--- src/rtl/cpu_pkg.sv ---
// Shared CPU types: controller FSM states, the bundled pipeline-register
// control word and the width of the performance counters.
package cpu_pkg;

  localparam int PERF_CNT_W = 32;

  typedef enum logic [1:0] {
    RUN      = 2'd0,
    MEM_WAIT = 2'd1
  } ctrl_state_t;

  typedef struct packed {
    logic pc_en;
    logic if_id_en;
    logic if_id_flush;
    logic id_ex_en;
    logic id_ex_flush;
    logic ex_mem_en;
    logic mem_wb_en;
    logic mem_wb_bubble;
  } pipe_ctrl_t;

endpackage

--- src/rtl/hazard_detect.sv ---
// Load-use detector: the ID instruction reads a register that the load now
// in EX has not produced yet. x0 never creates a dependency.
module hazard_detect
  import cpu_pkg::*;
(
  input  logic [4:0] id_rs1,
  input  logic [4:0] id_rs2,
  input  logic       id_uses_rs1,
  input  logic       id_uses_rs2,
  input  logic       ex_mem_read,
  input  logic [4:0] ex_rd,
  output logic       load_use
);

  always_comb begin
    load_use = ex_mem_read && (ex_rd != 5'd0) &&
               ((id_uses_rs1 && (id_rs1 == ex_rd)) ||
                (id_uses_rs2 && (id_rs2 == ex_rd)));
  end

endmodule

--- src/rtl/pipeline_ctrl.sv ---
// Central stall/flush controller: load-use bubbles, branch flushes and the
// whole-pipe freeze for slow data-memory accesses, plus perf counters.
module pipeline_ctrl
  import cpu_pkg::*;
#(
  parameter int MEM_TIMEOUT = 255
) (
  input  logic                  clock,
  input  logic                  reset,
  input  logic [4:0]            id_rs1,
  input  logic [4:0]            id_rs2,
  input  logic                  id_uses_rs1,
  input  logic                  id_uses_rs2,
  input  logic                  ex_mem_read,
  input  logic [4:0]            ex_rd,
  input  logic                  ex_branch_taken,
  input  logic                  mem_req,
  input  logic                  dmem_ready,
  output logic                  pc_en,
  output logic                  if_id_en,
  output logic                  if_id_flush,
  output logic                  id_ex_en,
  output logic                  id_ex_flush,
  output logic                  ex_mem_en,
  output logic                  mem_wb_en,
  output logic                  mem_wb_bubble,
  output logic [1:0]            ctrl_state,
  output logic                  mem_err,
  output logic [PERF_CNT_W-1:0] stall_count,
  output logic [PERF_CNT_W-1:0] flush_count
);

  localparam int WAIT_W = $clog2(MEM_TIMEOUT + 1);
  localparam logic [WAIT_W-1:0] WAIT_MAX = WAIT_W'(MEM_TIMEOUT);
  localparam logic [PERF_CNT_W-1:0] CNT_MAX = '1;

  ctrl_state_t            state_q, state_d;
  logic [WAIT_W-1:0]      wait_q;
  logic                   mem_err_q;
  logic [PERF_CNT_W-1:0]  stall_count_q, flush_count_q;
  logic                   load_use;
  logic                   freeze;
  pipe_ctrl_t             ctrl;

  hazard_detect u_hazard_detect (
    .id_rs1      (id_rs1),
    .id_rs2      (id_rs2),
    .id_uses_rs1 (id_uses_rs1),
    .id_uses_rs2 (id_uses_rs2),
    .ex_mem_read (ex_mem_read),
    .ex_rd       (ex_rd),
    .load_use    (load_use)
  );

  // Reset forces a free-running pipe so the pipeline registers can clear themselves.
  always_comb begin
    ctrl    = '{pc_en: 1'b1, if_id_en: 1'b1, if_id_flush: 1'b0, id_ex_en: 1'b1,
                id_ex_flush: 1'b0, ex_mem_en: 1'b1, mem_wb_en: 1'b1, mem_wb_bubble: 1'b0};
    state_d = state_q;
    freeze  = 1'b0;
    case (state_q)
      RUN: begin
        if (mem_req && !dmem_ready) begin
          freeze  = 1'b1;
          state_d = MEM_WAIT;
        end
      end
      MEM_WAIT: begin
        if (dmem_ready) state_d = RUN;
        else            freeze  = 1'b1;
      end
      default: state_d = RUN;
    endcase

    if (reset) begin
      freeze  = 1'b0;
      state_d = RUN;
    end else if (freeze) begin
      ctrl.pc_en         = 1'b0;
      ctrl.if_id_en      = 1'b0;
      ctrl.id_ex_en      = 1'b0;
      ctrl.ex_mem_en     = 1'b0;
      ctrl.mem_wb_bubble = 1'b1;
    end else if (ex_branch_taken) begin
      ctrl.if_id_flush   = 1'b1;
      ctrl.id_ex_flush   = 1'b1;
    end else if (load_use) begin
      ctrl.pc_en         = 1'b0;
      ctrl.if_id_en      = 1'b0;
      ctrl.id_ex_flush   = 1'b1;
    end
  end

  // Wait counter only advances on stalled MEM_WAIT cycles; mem_err is sticky until reset.
  always_ff @(posedge clock) begin
    if (reset) begin
      state_q       <= RUN;
      wait_q        <= '0;
      mem_err_q     <= 1'b0;
      stall_count_q <= '0;
      flush_count_q <= '0;
    end else begin
      state_q <= state_d;
      if (state_q != MEM_WAIT) begin
        wait_q <= '0;
      end else if (!dmem_ready) begin
        if (wait_q != WAIT_MAX) wait_q <= wait_q + WAIT_W'(1);
        if ((int'(wait_q) + 1) >= MEM_TIMEOUT) mem_err_q <= 1'b1;
      end
      if (!ctrl.pc_en && (stall_count_q != CNT_MAX))
        stall_count_q <= stall_count_q + PERF_CNT_W'(1);
      if (ctrl.if_id_flush && (flush_count_q != CNT_MAX))
        flush_count_q <= flush_count_q + PERF_CNT_W'(1);
    end
  end

  assign pc_en         = ctrl.pc_en;
  assign if_id_en      = ctrl.if_id_en;
  assign if_id_flush   = ctrl.if_id_flush;
  assign id_ex_en      = ctrl.id_ex_en;
  assign id_ex_flush   = ctrl.id_ex_flush;
  assign ex_mem_en     = ctrl.ex_mem_en;
  assign mem_wb_en     = ctrl.mem_wb_en;
  assign mem_wb_bubble = ctrl.mem_wb_bubble;
  assign ctrl_state    = state_q;
  assign mem_err       = mem_err_q;
  assign stall_count   = stall_count_q;
  assign flush_count   = flush_count_q;

endmodule

--- config.mk ---
export PLATFORM = sky130hd
export DESIGN_NAME = pipeline_ctrl
export DESIGN_NICKNAME = d
export VERILOG_FILES = /design/src/rtl/cpu_pkg.sv /design/src/rtl/hazard_detect.sv /design/src/rtl/pipeline_ctrl.sv
export SDC_FILE = /design/constraint.sdc
export NUM_CORES = 1
export LEC_CHECK = 0
export ABC_CLOCK_PERIOD_IN_PS = 2000
export BUFFER_PORTS_ARGS = -buffer_cell sky130_fd_sc_hd__buf_2
export CAP_MARGIN = 30
export CORE_MARGIN = 1.5
export CORE_UTILIZATION = 40
export CTS_BUF_LIST = sky130_fd_sc_hd__clkbuf_16
export DETAILED_ROUTE_END_ITERATION = 10
export HOLD_SLACK_MARGIN = 0.06
export PLACE_DENSITY = 0.65
export SLEW_MARGIN = 20
export SYNTH_ARGS = -nofsm -noshare
export SYNTH_HDL_FRONTEND = slang
export SYNTH_SLANG_ARGS = --single-unit
export TNS_END_PERCENT = 50
--- constraint.sdc ---
create_clock -name clock -period 2 [get_ports clock]
set_input_delay 0.2 -clock clock [delete_from_list [all_inputs] [get_ports clock]]
set_output_delay 0.2 -clock clock [all_outputs]
set_load 0.02 [all_outputs]
## After elaboration in Yosys (flattened, before gate mapping)

Index checks and enable logic that the tools add are counted.

| cells by class | value |
|---|---|
| add/sub/neg operators | 4 |
| $lt $le $gt $ge | 1 |
| equal/unequal tests | 9 |
| muxes and demuxes | 18 |
| bitwise logic cells | 2 |
| reduce and logical (&&, ||, !) cells | 16 |

Operator list:

| cell | number |
|---|---|
| $add 32x1->32 const B | 2 |
| $ne 32x32->1 const B | 2 |
| $eq 5x5->1 | 2 |
| $mux 1 | 10 |
| $mux 2 | 5 |
| $add 8x1->9 const B | 1 |
| $ge 9x8->1 const B | 1 |
| $add 8x1->8 const B | 1 |
| $ne 8x8->1 const B | 1 |
| $logic_and 1x1->1 | 7 |
| $mux 6 | 1 |
| $reduce_bool 5->1 | 1 |
| $ne 2x2->1 const B | 2 |
| $pmux 2 s2 | 1 |
| $reduce_and 2->1 | 2 |
| $reduce_and 3->1 | 1 |
| $eq 2x1->1 const B | 1 |
| $logic_not 1->1 | 2 |
| $logic_not 2->1 | 1 |
| $ne 2x1->1 const B | 1 |
| $not 1->1 | 2 |
| $pmux 1 s2 | 1 |
| $reduce_or 2->1 | 1 |
| $logic_or 1x1->1 | 1 |

| storage, ports and cells | value |
|---|---|
| register bits after elaboration | 75 |
| input bits | 23 |
| output and inout port bits | 75 |
| logic and storage cells | 55 |

## Depth between registers and ports, before layout

| logic depth | value |
|---|---|
| depth in word-level cells | 10 |
| gate-level depth with buffers | 9 |
| gate-level depth less buffers | 8 |

## Cells and area by module

From an unflattened synthesis, not the netlist that was laid out.

| second synthesis, totals | value |
|---|---|
| cell total of the unflattened synthesis | 470 |
| area total of the unflattened synthesis | 3,928.8 um^2 |

Modules (own cells, without submodules):

| module | times used | cells each | area each (um^2) | seq. area each (um^2) |
|---|---|---|---|---|
| pipeline_ctrl | 1 | 453 | 3,794.9 | 1,481.4 |
| hazard_detect | 1 | 17 | 133.9 | 0.0 |

## Worst setup path after synthesis

Ideal clock, no wire load.

| timing path | value |
|---|---|
| path type | register to register |
| start | register state_q[0] (netlist: ctrl_state[0]) |
| end | register stall_count_q[29] (netlist: stall_count[29]) |
| library setup time | 123 ps |
| data arrival time | 2,192 ps |
| required time | 1,877 ps |
| slack | -315 ps |
| stages on the path, launching flop included | 8 |
| buffers on the path | 0 |
| period minus slack after synthesis | 2,315 ps |
| path through | dfxtp_1 > o21bai_1 > nor2_1 > inv_1 > o221ai_2 > nand3_4 > nor4_1 > mux2_1 |

| between the ends | value |
|---|---|
| word-level cells in the longest chain between the ends | 6 |
| elaborated cells on any way between the ends | 7 |
| classes of those cells | eq/ne (1); mux (3); reduce/logical (3) |

Ends and longest elaborated chain:

| item | line | text |
|---|---|---|
| from (decl) | pipeline_ctrl.sv:37 | `ctrl_state_t state_q, state_d;` |
| from (signal assigned) | pipeline_ctrl.sv:103 | `state_q <= state_d;` |
| $eq 2x1->1 / $logic_not 2->1 (equally long branches) | pipeline_ctrl.sv:61 | `case (state_q)` |
| $pmux 1 s2 (*) | pipeline_ctrl.sv:61 |  |
| $mux 2 (*) | pipeline_ctrl.sv:78 | `end else if (freeze) begin` |
| $mux 6 (*) | pipeline_ctrl.sv:75 | `if (reset) begin` |
| $logic_not 1->1 (*) | pipeline_ctrl.sv:110 | `if (!ctrl.pc_en && (stall_count_q != CNT_MAX))` |
| $logic_and 1x1->1 (*) | pipeline_ctrl.sv:110 |  |
| to (signal assigned) | pipeline_ctrl.sv:111 | `stall_count_q <= stall_count_q + PERF_CNT_W'(1);` |
| to (decl) | pipeline_ctrl.sv:40 | `logic [PERF_CNT_W-1:0] stall_count_q, flush_count_q;` |

Every way passes the cells marked *; elsewhere a longest branch is shown, timed or not.
A chain may end at the register's enable or synchronous reset.

## Final worst setup path

| timing path | value |
|---|---|
| start | register stall_count_q[28] (netlist: stall_count[28]) |
| end | register stall_count_q[29] (netlist: stall_count[29]) |

| between the ends | value |
|---|---|
| word-level cells in the longest chain between the ends | 2 |
| elaborated cells on any way between the ends | 3 |
| classes of those cells | add/sub (1); eq/ne (1); reduce/logical (1) |

Ends and longest elaborated chain:

| item |
|---|
| parallel branches: the longest is 2 deep, another holds $add 32x1->32 |

Parallel ways; which one is timed is not known.

==> impl_metrics.json <==
{
  "status": "finished with violations",
  "violations": "negative setup slack",
  "drc": 0,
  "port_buffers": 95,
  "postSynth.asyncResetShare_pct": 0,
  "numCtsBuffers": 9,
  "diodes": 0,
  "ys_ff_latch": 74,
  "final_common_cell": "buf_2",
  "synthesis.area_um2": 3880,
  "dp_cells": 713,
  "viasPerCell": 5.32,
  "cp-end-kind": "flop",
  "min_period_ps": 2020,
  "met3_usage_pct": 6.28,
  "root_buffer": "clkbuf_16",
  "min_path_type": "input pin to flop",
  "synthTopCellsByArea": "dfxtp_1 38%, xor2_1 6.3%, nor2_1 5.6%",
  "wirelength_mm": 10.1,
  "seq_area_frac_synth_pct": 38.2,
  "io-pin-count": 98,
  "critPathMaxFanout": 6,
  "cts_sinks": 74,
  "crit_arrival_ps": 2240,
  "initial_core_util_pct": 41.6,
  "vias": 3887,
  "die_w_um": 101,
  "firstDrtPassIters": 4,
  "top_usage_layer": "met2",
  "hp-start": "mem_req",
  "syn_avg_cell_area_um2": 8.50,
  "power_leakage_nw": 2.18,
  "fin_cells": 731,
  "synthCells": 456,
  "rsz0062_at_grt": "true",
  "finalWorstSetupSlack_ps": -20.3,
  "synth_edf_count": 0,
  "grt_overflow": 0,
  "grt_pass1_wl_mm": 16.8,
  "die_area_um2": 10300,
  "antenna_found_initial": 0,
  "finalNetCount": 624,
  "totalPowerFinal_mw": 3.34,
  "n_fill_cell": 897,
  "core-area_um2": 9330,
  "cts_tree": "yes",
  "synth_area_leader_cell": "dfxtp_1",
  "placementRows": 35,
  "worstPathRequired_ps": 2220,
  "start_kind": "flop",
  "final_antenna_net_count": 0,
  "grt_start_max_net_pins": 44,
  "grt_use_total_pct": 20.6,
  "gp_congestion": 0.886,
  "startpoint": "stall_count[28]",
  "rr_startpoint": "stall_count[28]",
  "clkTransAtPathRegs_ps": 60,
  "use_met2_pct": 33.1,
  "worst_clock_skew_ps": 10.3,
  "final_cell_area_um2": 5280,
  "finalMaxSlewViolations": 0,
  "max-vdd-ir-drop_v": 0.000511,
  "post-dp-hpwl_mm": 7.48,
  "cap_violations": 0,
  "fin_crit_sh_pct": 101,
  "h-tree-depth": 3,
  "drive_above_1_share_pct": 35.5,
  "hold_buffers": 0,
  "wl_per_cell_um": 13.8,
  "final_cell_mix": "95 x buf_2, 57 x nor2_1, 53 x buf_4",
  "clockBufferDepth": 2,
  "timing.fmax_mhz": 495,
  "critPathKind": "flop to flop",
  "placed_area_um2": 4870,
  "synth_cell_types": 57,
  "syn_nets": 483,
  "synth_ff_type": "dfxtp_1",
  "die_h_um": 101,
  "area.growth.synth_to_final_pct": 36.1,
  "dr.first_iter.drc_count": 110,
  "clk_latency_ps": 340,
  "grtUsageMet1_pct": 26.0,
  "grt_pass1_vias": 3566,
  "setup_viol": 1,
  "synth_warnings": 0,
  "powerDensity_nw_per_um2": 634,
  "timing_hold_violations_final": 0,
  "synth_top_area_share_pct": 38.2
}
==> state kept, by name (all words and copies together), names as in the netlist <==
register     count
stall_count     32
ctrl_state       1
mem_err          1
flush_count     32
wait_q           8
==> cells in the mapped netlist (all sizes together) (2+ instances only) <==
cell type	n
and3	12
ha	4
nand4b	4
conb	2
or3	9
o31ai	13
nor2b	4
xor2	28
nand2	33
buf	10
nor4	5
a21oi	25
nor2	59
nor3	5
mux2	3
nand4	28
or4	15
or2	2
and4	10
inv	10
mux2i	4
xnor2	18
o21ai	10
dfxtp	74
nor4b	4
o21ba	2
o211ai	2
clkbuf	12
o21a	2
a211oi	3
and2	5
nand3	26
==> report_power, final <==
| part | switching [mW] | internal [mW] | leakage, nW | total, mW |
|---|---|---|---|---|
| clock network | 0.648 | 1.04 | 0.156 | 1.69 |
| registers | 0.00424 | 1.46 | 0.613 | 1.47 |
| logic | 0.114 | 0.0764 | 1.41 | 0.190 |
| total | 0.766 | 2.58 | 2.18 | 3.34 |
==> path summary, 6_finish.rpt <==
kind	to	slack [ps]	cells after the start
worst min-delay path	ctrl_state[0]	190	3
worst min register to register	stall_count[3]	470	1
worst max-delay path	stall_count[29]	-20	6
worst max register to register	stall_count[29]	-20	6
==> repair_timing <==
item / 4_1_cts / 5_1_grt
pin swaps: 0 / 7
endpoints found under the setup margin: 12 / 30
gates resized for setup: 2 / 13
buffers inserted: 0 / 2
==> final cells by class <==
type / instances / area [um2] / share of cell area (%)
flip-flops and latches: 74 / 1550 / 29.3
clock buffers: 10 / 250 / 4.74
clock inverters: 6 / 62.6 / 1.19
multi-input cells: 350 / 2300 / 43.6
repair buffers: 152 / 918 / 17.4
well taps: 129 / 161 / 3.06
inverters: 10 / 37.5 / 0.712
==> layer usage <==
metal | wire (um) | vias to the layer above
met1 | 4630 | 1827
met2 | 4680 | 95
met5 | 0 | -
li1 | - | 1945
met3 | 540 | 20
met4 | 242 | 0
==> metrics by stage <==
stage / hold WS (ps) / setup slack [ps] / setup TNS, ps / utilization (%)
floorplan: 398 / -43.5 / -90.1 / -
global placement: 451 / -54.4 / -165 / 52.2
detailed placement: 464 / -56.8 / -159 / 52.2
CTS: 217 / -21.5 / -21.5 / 55.6
global route: 207 / -89.9 / -1330 / 56.6
finish: 189 / -20.3 / -20.3 / 56.6
==> logic make-up after synthesis <==
family / count (synthesis) / share of synthesized area, %
compound gates: 67 / 11.1
fa+ha+maj: 5 / 1.55
mux: 7 / 2.00
flops: 74 / 38.2
buf+inv: 32 / 4.29
xor+xnor: 46 / 10.4
other cells: 2 / 0.194
simple gates: 223 / 32.2
==> critical path: stages, from the launching register on <==
cell and delay [ps]:
dfxtp_2 360, and4_1 260, nand3_1 140, or4b_4 600, nand3_4 150, nor4_1 80
mux2_1 300
Note: power is estimated with default switching activity, not from simulation.
